## config.mk

```make
export PLATFORM = sky130hd
export DESIGN_NAME = mem_arbiter
export DESIGN_NICKNAME = d
export VERILOG_FILES = /design/src/rtl/mem_arbiter.sv
export SDC_FILE = /design/constraint.sdc
export NUM_CORES = 1
export LEC_CHECK = 0
export CORE_UTILIZATION = 30
export CTS_BUF_LIST = sky130_fd_sc_hd__clkbuf_8
export DETAILED_ROUTE_END_ITERATION = 16
export PLACE_DENSITY = 0.69
export SYNTH_ARGS = -nofsm -noshare
export SYNTH_HDL_FRONTEND = slang
export SYNTH_SLANG_ARGS = --single-unit
```

## constraint.sdc

```tcl
create_clock -name clk -period 4.4 [get_ports clk]
set_input_delay 0.88 -clock clk [delete_from_list [all_inputs] [get_ports clk]]
set_output_delay 0.88 -clock clk [all_outputs]
set_load 0.02 [all_outputs]
```

## src/rtl/mem_arbiter.sv

```systemverilog
// Two-port arbiter in front of the shared 32x8 program/data memory: CPU has fixed
// priority, a saturating wait counter forces the host through after MAX_WAIT lost edges.
module mem_arbiter #(
    parameter int AW       = 5,
    parameter int DW       = 8,
    parameter int MAX_WAIT = 4
) (
    input  logic          clk,
    input  logic          rst_,

    input  logic          cpu_req,
    input  logic          cpu_wr,
    input  logic [AW-1:0] cpu_addr,
    input  logic [DW-1:0] cpu_wdata,
    output logic          cpu_gnt,
    output logic          cpu_rvalid,
    output logic [DW-1:0] cpu_rdata,

    input  logic          host_req,
    input  logic          host_wr,
    input  logic [AW-1:0] host_addr,
    input  logic [DW-1:0] host_wdata,
    output logic          host_gnt,
    output logic          host_rvalid,
    output logic [DW-1:0] host_rdata,

    output logic          mem_rd,
    output logic          mem_wr,
    output logic [AW-1:0] mem_addr,
    output logic [DW-1:0] mem_wdata,
    input  logic [DW-1:0] mem_rdata,

    output logic          owner
);

    localparam int            CW       = $clog2(MAX_WAIT + 1);
    localparam logic [CW-1:0] WAIT_SAT = CW'(MAX_WAIT);

    typedef enum logic {
        OWN_CPU  = 1'b0,
        OWN_HOST = 1'b1
    } owner_e;

    logic [CW-1:0] wait_cnt_q, wait_cnt_d;
    logic          mem_rd_q, mem_rd_d;
    logic          mem_wr_q, mem_wr_d;
    logic [AW-1:0] mem_addr_q, mem_addr_d;
    logic [DW-1:0] mem_wdata_q, mem_wdata_d;
    owner_e        owner_q, owner_d;
    logic          rd_pend_q, rd_pend_d;
    owner_e        rd_owner_q, rd_owner_d;

    logic          host_force;
    logic          cpu_win;
    logic          host_win;
    logic          xfer;
    logic          win_wr;
    logic [AW-1:0] win_addr;
    logic [DW-1:0] win_wdata;

    // Grants are held low during reset so no transfer can be counted
    // against a requester whose state is being cleared.
    always_comb begin
        host_force = (wait_cnt_q == WAIT_SAT);
        cpu_win    = 1'b0;
        host_win   = 1'b0;
        if (rst_) begin
            if (cpu_req && host_req) begin
                host_win = host_force;
                cpu_win  = !host_force;
            end else begin
                cpu_win  = cpu_req;
                host_win = host_req;
            end
        end
    end

    assign cpu_gnt  = cpu_win;
    assign host_gnt = host_win;
    assign xfer     = cpu_win | host_win;

    always_comb begin
        win_wr    = cpu_wr;
        win_addr  = cpu_addr;
        win_wdata = cpu_wdata;
        if (host_win) begin
            win_wr    = host_wr;
            win_addr  = host_addr;
            win_wdata = host_wdata;
        end
    end

    always_comb begin
        wait_cnt_d = wait_cnt_q;
        if (host_win) begin
            wait_cnt_d = '0;
        end else if (host_req && (wait_cnt_q != WAIT_SAT)) begin
            wait_cnt_d = wait_cnt_q + CW'(1);
        end
    end

    always_comb begin
        mem_rd_d    = xfer & ~win_wr;
        mem_wr_d    = xfer & win_wr;
        mem_addr_d  = mem_addr_q;
        mem_wdata_d = mem_wdata_q;
        owner_d     = owner_q;
        if (xfer) begin
            mem_addr_d  = win_addr;
            mem_wdata_d = win_wdata;
            owner_d     = host_win ? OWN_HOST : OWN_CPU;
        end
    end

    // The memory samples mem_rd one edge after the command is issued; data is then
    // valid for the following cycle, so the return tag is the command delayed once.
    always_comb begin
        rd_pend_d  = mem_rd_q;
        rd_owner_d = owner_q;
    end

    always_ff @(posedge clk or negedge rst_) begin
        if (!rst_) begin
            wait_cnt_q  <= '0;
            mem_rd_q    <= 1'b0;
            mem_wr_q    <= 1'b0;
            mem_addr_q  <= '0;
            mem_wdata_q <= '0;
            owner_q     <= OWN_CPU;
            rd_pend_q   <= 1'b0;
            rd_owner_q  <= OWN_CPU;
        end else begin
            wait_cnt_q  <= wait_cnt_d;
            mem_rd_q    <= mem_rd_d;
            mem_wr_q    <= mem_wr_d;
            mem_addr_q  <= mem_addr_d;
            mem_wdata_q <= mem_wdata_d;
            owner_q     <= owner_d;
            rd_pend_q   <= rd_pend_d;
            rd_owner_q  <= rd_owner_d;
        end
    end

    assign mem_rd    = mem_rd_q;
    assign mem_wr    = mem_wr_q;
    assign mem_addr  = mem_addr_q;
    assign mem_wdata = mem_wdata_q;
    assign owner     = owner_q;

    always_comb begin
        cpu_rvalid  = rd_pend_q && (rd_owner_q == OWN_CPU);
        host_rvalid = rd_pend_q && (rd_owner_q == OWN_HOST);
        cpu_rdata   = cpu_rvalid  ? mem_rdata : '0;
        host_rdata  = host_rvalid ? mem_rdata : '0;
    end

endmodule

```

### Word-level counts from Yosys, hierarchy flattened

Index checks and enable logic that the tools add are counted.

| word-level totals | value |
|---|---|
| bits in registers | 21 |
| latch bits | 0 |
| bits in writable memories | 0 |
| memory bits (read-only) | 0 |
| input port bits | 40 |
| output and inout port bits | 36 |
| logic and storage cells | 34 |
| memories | 0 |

| operators by class | value |
|---|---|
| $add $sub $neg | 1 |
| multiply operators | 0 |
| div/mod/pow operators | 0 |
| magnitude comparators | 0 |
| equal/unequal tests | 2 |
| shift operators | 0 |
| multiplexer cells | 12 |
| bitwise operators | 5 |
| reductions and logical operators | 6 |

Operator list:

| kind | count |
|---|---|
| $mux W8 | 3 |
| $mux W1 | 6 |
| $mux W3 | 2 |
| $mux W5 | 1 |
| $logic_and A1 B1 Y1 | 4 |
| $add A3 B1 Y3 const B | 1 |
| $eq A3 B3 Y1 const B | 1 |
| $ne A3 B3 Y1 const B | 1 |
| $and A1 B1 Y1 | 2 |
| $not A1 Y1 | 2 |
| $reduce_bool A2 Y1 | 1 |
| $logic_not A1 Y1 | 1 |
| $or A1 B1 Y1 | 1 |

### Logic depth before layout (Yosys ltp)

Gate-level depths: netlist (run 1).

| depth | value |
|---|---|
| depth after elaboration | 6 |
| gate-level depth with buffers | 6 |
| gate-level depth less buffers | 5 |

### Worst setup path after synthesis (run 1)

Ideal clock, no wire load.

| timing path | value |
|---|---|
| path type | input port to output port |
| start | input port cpu_req |
| end | output port host_gnt |
| arrival time | 1430 ps |
| required time | 3520 ps |
| setup slack | 2090 ps |
| stages on the path | 2 |
| buffers on the path | 0 |
| cells stage by stage | a21boi_4 > nor2_1 |

| on the way | value |
|---|---|
| longest elaborated chain between the ends | 3 |

Ends and longest elaborated chain:

| item | RTL line | RTL |
|---|---|---|
| start, declared | 11 | `input logic cpu_req,` |
| $logic_and A1 B1 Y1 | 68 | `if (cpu_req && host_req) begin` |
| $mux W1 | 68 |  |
| $mux W1 | 67 | `if (rst_) begin` |
| end, declared | 23 | `output logic host_gnt,` |

Every way passes these cells.

### Worst setup path in the final report (run 1)

| timing path | value |
|---|---|
| start | input port host_req |
| end | output port host_gnt |

| on the way | value |
|---|---|
| longest elaborated chain between the ends | 3 |

Ends and longest elaborated chain:

| item | RTL line | RTL |
|---|---|---|
| start, declared | 19 | `input logic host_req,` |
| $logic_and A1 B1 Y1 | 68 |  |
| $mux W1 (*) | 68 |  |
| $mux W1 (*) | 67 |  |

Mark *: on every way between the ends. The rest lies on a longest branch, timed or not.

==> results of run 1 <==
-- placed cells by master, fill, tap and decap left out --
master / n
clkdlybuf4s50_1: 75
dfrtp_1: 21
nor2_1: 16
a21oi_1: 15
a31oi_1: 14
o21ai_0: 13
and2_1: 10
and3_1: 9
inv_1: 3
clkbuf_8: 3
nand2_1: 2
ha_1: 2
a21boi_4: 1
nor2b_1: 1
o21a_1: 1
a21bo_2: 1
nand3_1: 1
o21ai_2: 1
and4b_1: 1
nor3_1: 1
a21o_1: 1
o21ai_1: 1
a21boi_2: 1
mux2i_1: 1
xnor2_1: 1
buf_4: 1
-- area by class of cell --
cell class | instances | area (um^2)
fillers | 334 | 1710
repair buffers | 76 | 758
multi-input cells | 94 | 553
flip-flops and latches | 21 | 526
well taps | 48 | 60.1
clock buffers | 3 | 41.3
inverters | 2 | 7.51
clock inverters | 1 | 3.75
-- per-layer routing --
metal	vias to the layer above	track usage
met5	-	0
met4	0	0.0739
met3	6	0.0272
met2	55	0.340
met1	578	0.207
li1	588	-
-- worst max-delay path, stage by stage --
cell             delay, ps
clkdlybuf4s50_1        610
nand2_1                320
nor2_1                 390
clkdlybuf4s50_1        670
-- metrics by stage --
stage                     area [um^2]  hold WS [ps]   util
after floorplan                  1140           494      -
after global placement           1900           360  0.520
after detailed placement         1900           371  0.520
after CTS                        1950           378  0.532
after global routing             1950           398  0.532
final                            1950           383  0.532
-- logic make-up after synthesis --
group                      synth area share
buffers and inverters                0.0559
AOI/OAI and AO/OA                     0.260
xor gates and xnor gates            0.00767
muxes                               0.00876
and+or+nand+nor                       0.186
adders and majority gates            0.0219
DFF                                   0.460
-- state kept, by name, indices dropped and copies added, names as in the netlist --
name and cells:
mem_wdata 8, mem_addr 5, mem_rd 1, mem_wr 1, wait_cnt_q 3, rd_owner_q 1, owner 1, rd_pend_q 1
-- cell usage after synthesis, types with 2 or more instances --
master,number
and3_1,9
a21oi_1,15
buf_2,3
and2_1,10
inv_1,2
dfrtp_1,21
o21ai_0,13
nand2_1,2
clkbuf_1,2
ha_1,2
a31oi_1,14
nor2_1,16
-- where the power goes --
group          leakage [nW]  switching (W)  total [W]  internal (W)
Clock                0.0269      0.0000612   0.000123     0.0000622
Combinational         0.539       0.000134   0.000262      0.000129
Sequential            0.246      0.0000333   0.000263      0.000229
Total                 0.812       0.000228   0.000648      0.000420
-- how the worst max path moves through the flow --
stage | from | end | slack [ps] | depth (start not counted)
floorplan | cpu_req | host_gnt | 2090 | 2
global placement | host_req | host_gnt | 710 | 4
detailed placement | host_req | host_gnt | 640 | 4
CTS | host_req | host_gnt | 630 | 4
global route | host_req | host_gnt | 460 | 4
finish | host_req | host_gnt | 650 | 4
==> qor.yml, run 1 <==
status: "finished, final reports clean"
min_to: "rd_pend_q"
reg2reg_slack_ps: 2830
power.total_w: 0.000648
die_w_um: 63.7
cts_hold_buf: 0
cts_tree: "done"
synth_nets: 167
worstSetupPathType: "primary input to primary output"
rr_worst_depth: 5
m1WireLength_mm: 1.42
cts.sinks: 21
hold_start: "mem_rd"
pre_cts_ws_ps: 638
cts_resized: 0
critPathArrivalTime_ps: 2870
wl_per_cell_um: 14.5
io_buffers: 75
peakVddDrop_mv: 0.151
worstMarginPinSlew_ps: 685
layout.nets: 240
yosys_warnings: 0
syn_area_mm2: 0.00114
diodes: 0
core_mm2: 0.00366
min_path_cells: 0
fp-row-count: 22
overflow: 0
worstReg2RegStart: "wait_cnt_q[0]"
cp_data_required_time_ps: 3520
htreeDepth: 1
power_leakage_nw: 0.812
grt_max_degree: 26
synth_area_leaders: "dfrtp_1 46%, a31oi_1 7.7%, a21oi_1 6.6%, o21ai_0 5.7%, and2_1 5.5%"
drive_above_1_share: 0.0406
cts.path.max_buffers: 2
finalWorstSetupSlack_ps: 648
clock_skew_ps: 2.69
worst_hold_path_type: "flip-flop to flip-flop"
grt_pass1_wl_mm: 5.81
fin_crit_sh: 0.853
synth_top_area_cell: "dfrtp_1"
clkTransAtPathRegs_ps: 70
clock_latency_ps: 260
vias: 1227
track_usage: 0.184
root_buffer: "clkbuf_8"
period_needed_ps: 3750
cts_made_buffers: 3
synthFlopType: "dfrtp_1"
wirelength_mm: 3.55
wl_met2_mm: 1.85
io_pins: 76
antenna_found_initial: 0
clock.fmax_mhz: 267
syn-mean-instance-area_um2: 9.14
synth_top_area_share: 0.460
drt_iter0_drc: 43
fp.dieH_um: 63.7
ant_nets: 0
startpoint_type: "primary input"
place.gp.congestion: 0.791
start_util: 0.312
hpwl_mm: 2.77
slew_headroom: 0.543
dr_wl_met3_um: 197
drtPass1Iterations: 4
endpoint_kind: "primary output"
setup_tns_ps: 0
finalNonFillerCells: 245
netlist_instances: 125
post-route-drc-count: 0
p_per_area_mw_per_mm2: 333
first_global_vias: 1223
hold_violations: 0
highest_layer: "met4"
setup_viol: 0
synth_edf_count: 0
die_area_mm2: 0.00406
reg2reg_to: "mem_rd"
rsz0062_at_grt: "false"
post_drt_via_cell_ratio: 5.01
cap_violations: 0
synth_seq_area_share: 0.460
area_growth_syn_to_layout_pct: 70.6
ys_ff_latch: 21
maxSlewViolCount: 0
post-place-cells: 241
async_flop_share: 1.00
crit_path_max_fanout: 15
postCtsSetupBuffers: 0
synth_cell_types: 28
(Power assumes the default switching activity.)
==> inputs of run 2 (changes only) <==
ABC_AREA = 1   (was unset)
CORE_MARGIN = 2   (was unset)
PLACE_DENSITY = unset   (was 0.69)
==> run 2 against run 1 <==
Net effect:
- routed wire length down 6.3%
- synthesized area grew 21%
- register-to-register slack better by 180 ps
- first-iteration DRC count grew 28%
- worst hold slack worse by 4.8 ps
==> qor.yml, run 2 <==
core_mm2: 0.00441  # was 0.00366 mm^2
synthTopCellsByCount: "44 x inv_1, 39 x nand2_1, 21 x dfrtp_1, 20 x nand3_1, 18 x nor2_1"  # was 21 x dfrtp_1, 16 x nor2_1, 15 x a21oi_1, 14 x a31oi_1, 13 x o21ai_0
wirelength_mm: 3.32  # was 3.55 mm
diodes: 0  # unchanged
io_buffers: 75  # unchanged
cts_hold_buf: 0  # unchanged
cpMostUsedCell: "clkdlybuf4s50_1"  # unchanged
antenna_found_initial: 0  # unchanged
clkTransAtPathRegs_ps: 70  # about the same
slowest_stage: "clkdlybuf4s50_1"  # unchanged
status: "finished, final reports clean"  # unchanged
synth_area_leaders: "dfrtp_1 38%, inv_1 12%, nand2_1 11%, nand3_1 7.2%, nand3_2 7.2%"  # was dfrtp_1 46%, a31oi_1 7.7%, a21oi_1 6.6%, o21ai_0 5.7%, and2_1 5.5%
yosys_warnings: 0  # unchanged
drive_above_1_share: 0.125  # was 0.0406
startpoint_type: "primary input"  # unchanged
area_growth_syn_to_layout_pct: 57.9  # was 70.6%
cts.path.max_buffers: 2  # unchanged
root_buffer: "clkbuf_8"  # unchanged
post_drt_via_cell_ratio: 4.28  # was 5.01
start_util: 0.314  # was 0.312
crit_buf_inv: 4  # was 2
slowest_delay_ps: 600  # was 670 ps
cap_violations: 0  # unchanged
path_cells: "clkdlybuf4s50_1 > nand2_4 > inv_8 > nand2_8 > inv_1 > clkdlybuf4s50_1"  # was clkdlybuf4s50_1 > nand2_1 > nor2_1 > clkdlybuf4s50_1
synth_top_area_cell: "dfrtp_1"  # unchanged
critPathArrivalTime_ps: 2540  # was 2870 ps
cts_resized: 0  # unchanged
syn-mean-instance-area_um2: 7.62  # was 9.14 um^2
die_area_mm2: 0.00518  # was 0.00406 mm^2
yosysMostFrequentCell: "inv_1"  # was dfrtp_1
setup_tns_ps: 0  # unchanged
cts_tree: "done"  # unchanged
final_area_mm2: 0.00219  # was 0.00195 mm^2
post-route-drc-count: 0  # unchanged
crit_path_max_fanout: 19  # was 15
track_usage: 0.138  # was 0.184
hold_violations: 0  # unchanged
synth_top_area_share: 0.379  # was 0.460
fp-row-count: 24  # was 22
cts.sinks: 21  # unchanged
worstMarginPinSlew_ps: 298  # was 685 ps
worst_hold_path_type: "flip-flop to flip-flop"  # unchanged
setup_viol: 0  # unchanged
place.gp.congestion: 0.799  # was 0.791
cts_made_buffers: 3  # unchanged
ys_ff_latch: 21  # unchanged
vias: 1321  # was 1227
fillCellCount: 433  # was 334
fin_crit_sh: 0.777  # was 0.853
netlist_instances: 182  # was 125
power.total_w: 0.000644  # was 0.000648 W
synthFlopType: "dfrtp_1"  # unchanged
drtPass1Iterations: 4  # unchanged
layout_common_cells: "75 x clkdlybuf4s50_1, 44 x inv_1, 39 x nand2_1"  # was 75 x clkdlybuf4s50_1, 21 x dfrtp_1, 16 x nor2_1
dpl-instance-area_mm2: 0.00214  # was 0.00190 mm^2
clock_skew_ps: 6.20  # was 2.69 ps
endpoint_kind: "primary output"  # unchanged
overflow: 0  # unchanged
layout.nets: 300  # was 240
peakVddDrop_mv: 0.137  # was 0.151 mV
synth_cell_types: 22  # was 28
clock_latency_ps: 260  # about the same
hpwl_mm: 2.63  # was 2.77 mm
async_flop_share: 1.00  # unchanged
drt_iter0_drc: 55  # was 43
period_needed_ps: 3420  # was 3750 ps
synth_edf_count: 0  # unchanged
crit_family: "buffers and inverters"  # unchanged
grt_pass1_wl_mm: 5.75  # was 5.81 mm
largest_reg_flops: 8  # unchanged
die_w_um: 72.0  # was 63.7 um
grt_max_degree: 22  # was 26
synth_nets: 224  # was 167
wl_per_cell_um: 10.8  # was 14.5 um
synth_seq_area_share: 0.379  # was 0.460
cp_data_required_time_ps: 3520  # about the same
maxSlewViolCount: 0  # unchanged
p_per_area_mw_per_mm2: 294  # was 333 mW/mm^2
syn_area_mm2: 0.00139  # was 0.00114 mm^2
io_pins: 76  # unchanged
worstSetupPathType: "primary input to primary output"  # unchanged
fp.dieH_um: 72.0  # was 63.7 um
slew_headroom: 0.802  # was 0.543
power_leakage_nw: 1.14  # was 0.812 nW
postCtsSetupBuffers: 0  # unchanged
clock.fmax_mhz: 293  # was 267 MHz
ant_nets: 0  # unchanged
first_global_vias: 1353  # was 1223
htreeDepth: 1  # unchanged
rsz0062_at_grt: "false"  # unchanged
final_common_cell: "clkdlybuf4s50_1"  # unchanged
-- run 2: changes by cell type in the layout (fill, tap and decap cells not counted), moves of 10 or more --
| cell | before | now |
|---|---|---|
| a21oi_1 | 15 | 1 |
| nand3_1 | 1 | 20 |
| and2_1 | 10 | 0 |
| nand3_2 | 0 | 10 |
| nand2_1 | 2 | 39 |
| o21ai_0 | 13 | 1 |
| inv_1 | 3 | 44 |
| a31oi_1 | 14 | 0 |
-- run 2: final cells by class --
class	instances	area, um^2	area share
clock buffer	3	41.3	0.0189
clock inverter	1	5.00	0.00229
timing repair buffer	76	758	0.346
sequential	21	526	0.240
tap	52	65.1	0.0297
inverter	47	189	0.0863
multi-input combinational	109	606	0.277
-- run 2: cell families after synthesis --
kind of cell,share of synthesized area
and+or+nand+nor,0.398
buffers and inverters,0.184
DFF,0.379
AOI/OAI and AO/OA,0.0144
adders and majority gates,0.0180
xor gates and xnor gates,0.00632
-- run 2: routing by layer --
layer / track usage / share of wire / vias up
met5: 0 / 0 / -
met4: 0.0503 / 0.0099 / 0
met3: 0.0389 / 0.086 / 4
met2: 0.242 / 0.47 / 54
met1: 0.162 / 0.44 / 579
li1: - / - / 684
-- run 2: worst paths after layout --
kind / endpoint / slack, ps / depth (start not counted) / from
max in group asynchronous: mem_addr[2] / 3020 / 2 / rst_
max reg2reg: mem_rd / 3010 / 7 / wait_cnt_q[0]
min: rd_pend_q / 380 / 0 / mem_rd
max: host_gnt / 980 / 6 / rst_
min in group asynchronous: mem_addr[1] / 1160 / 2 / rst_
min reg2reg: rd_pend_q / 380 / 0 / mem_rd
-- run 2: power by group --
group / switching (W) / internal, W / leakage [nW]
registers: 0.0000207 / 0.000228 / 0.261
clock network: 0.0000628 / 0.0000631 / 0.0255
logic: 0.000143 / 0.000127 / 0.858
-- run 2: through the flow --
| step | hold slack (ps) | worst slack (ps) | instances | util |
|---|---|---|---|---|
| 2_1_floorplan | 494 | 2140 | 182 | - |
| 3_3_place_gp | 357 | 952 | 305 | 0.486 |
| 3_5_place_dp | 368 | 942 | 305 | 0.486 |
| 4_1_cts | 385 | 939 | 309 | 0.496 |
| 5_1_grt | 407 | 905 | 309 | 0.496 |
| 6_report | 378 | 981 | 309 | 0.496 |
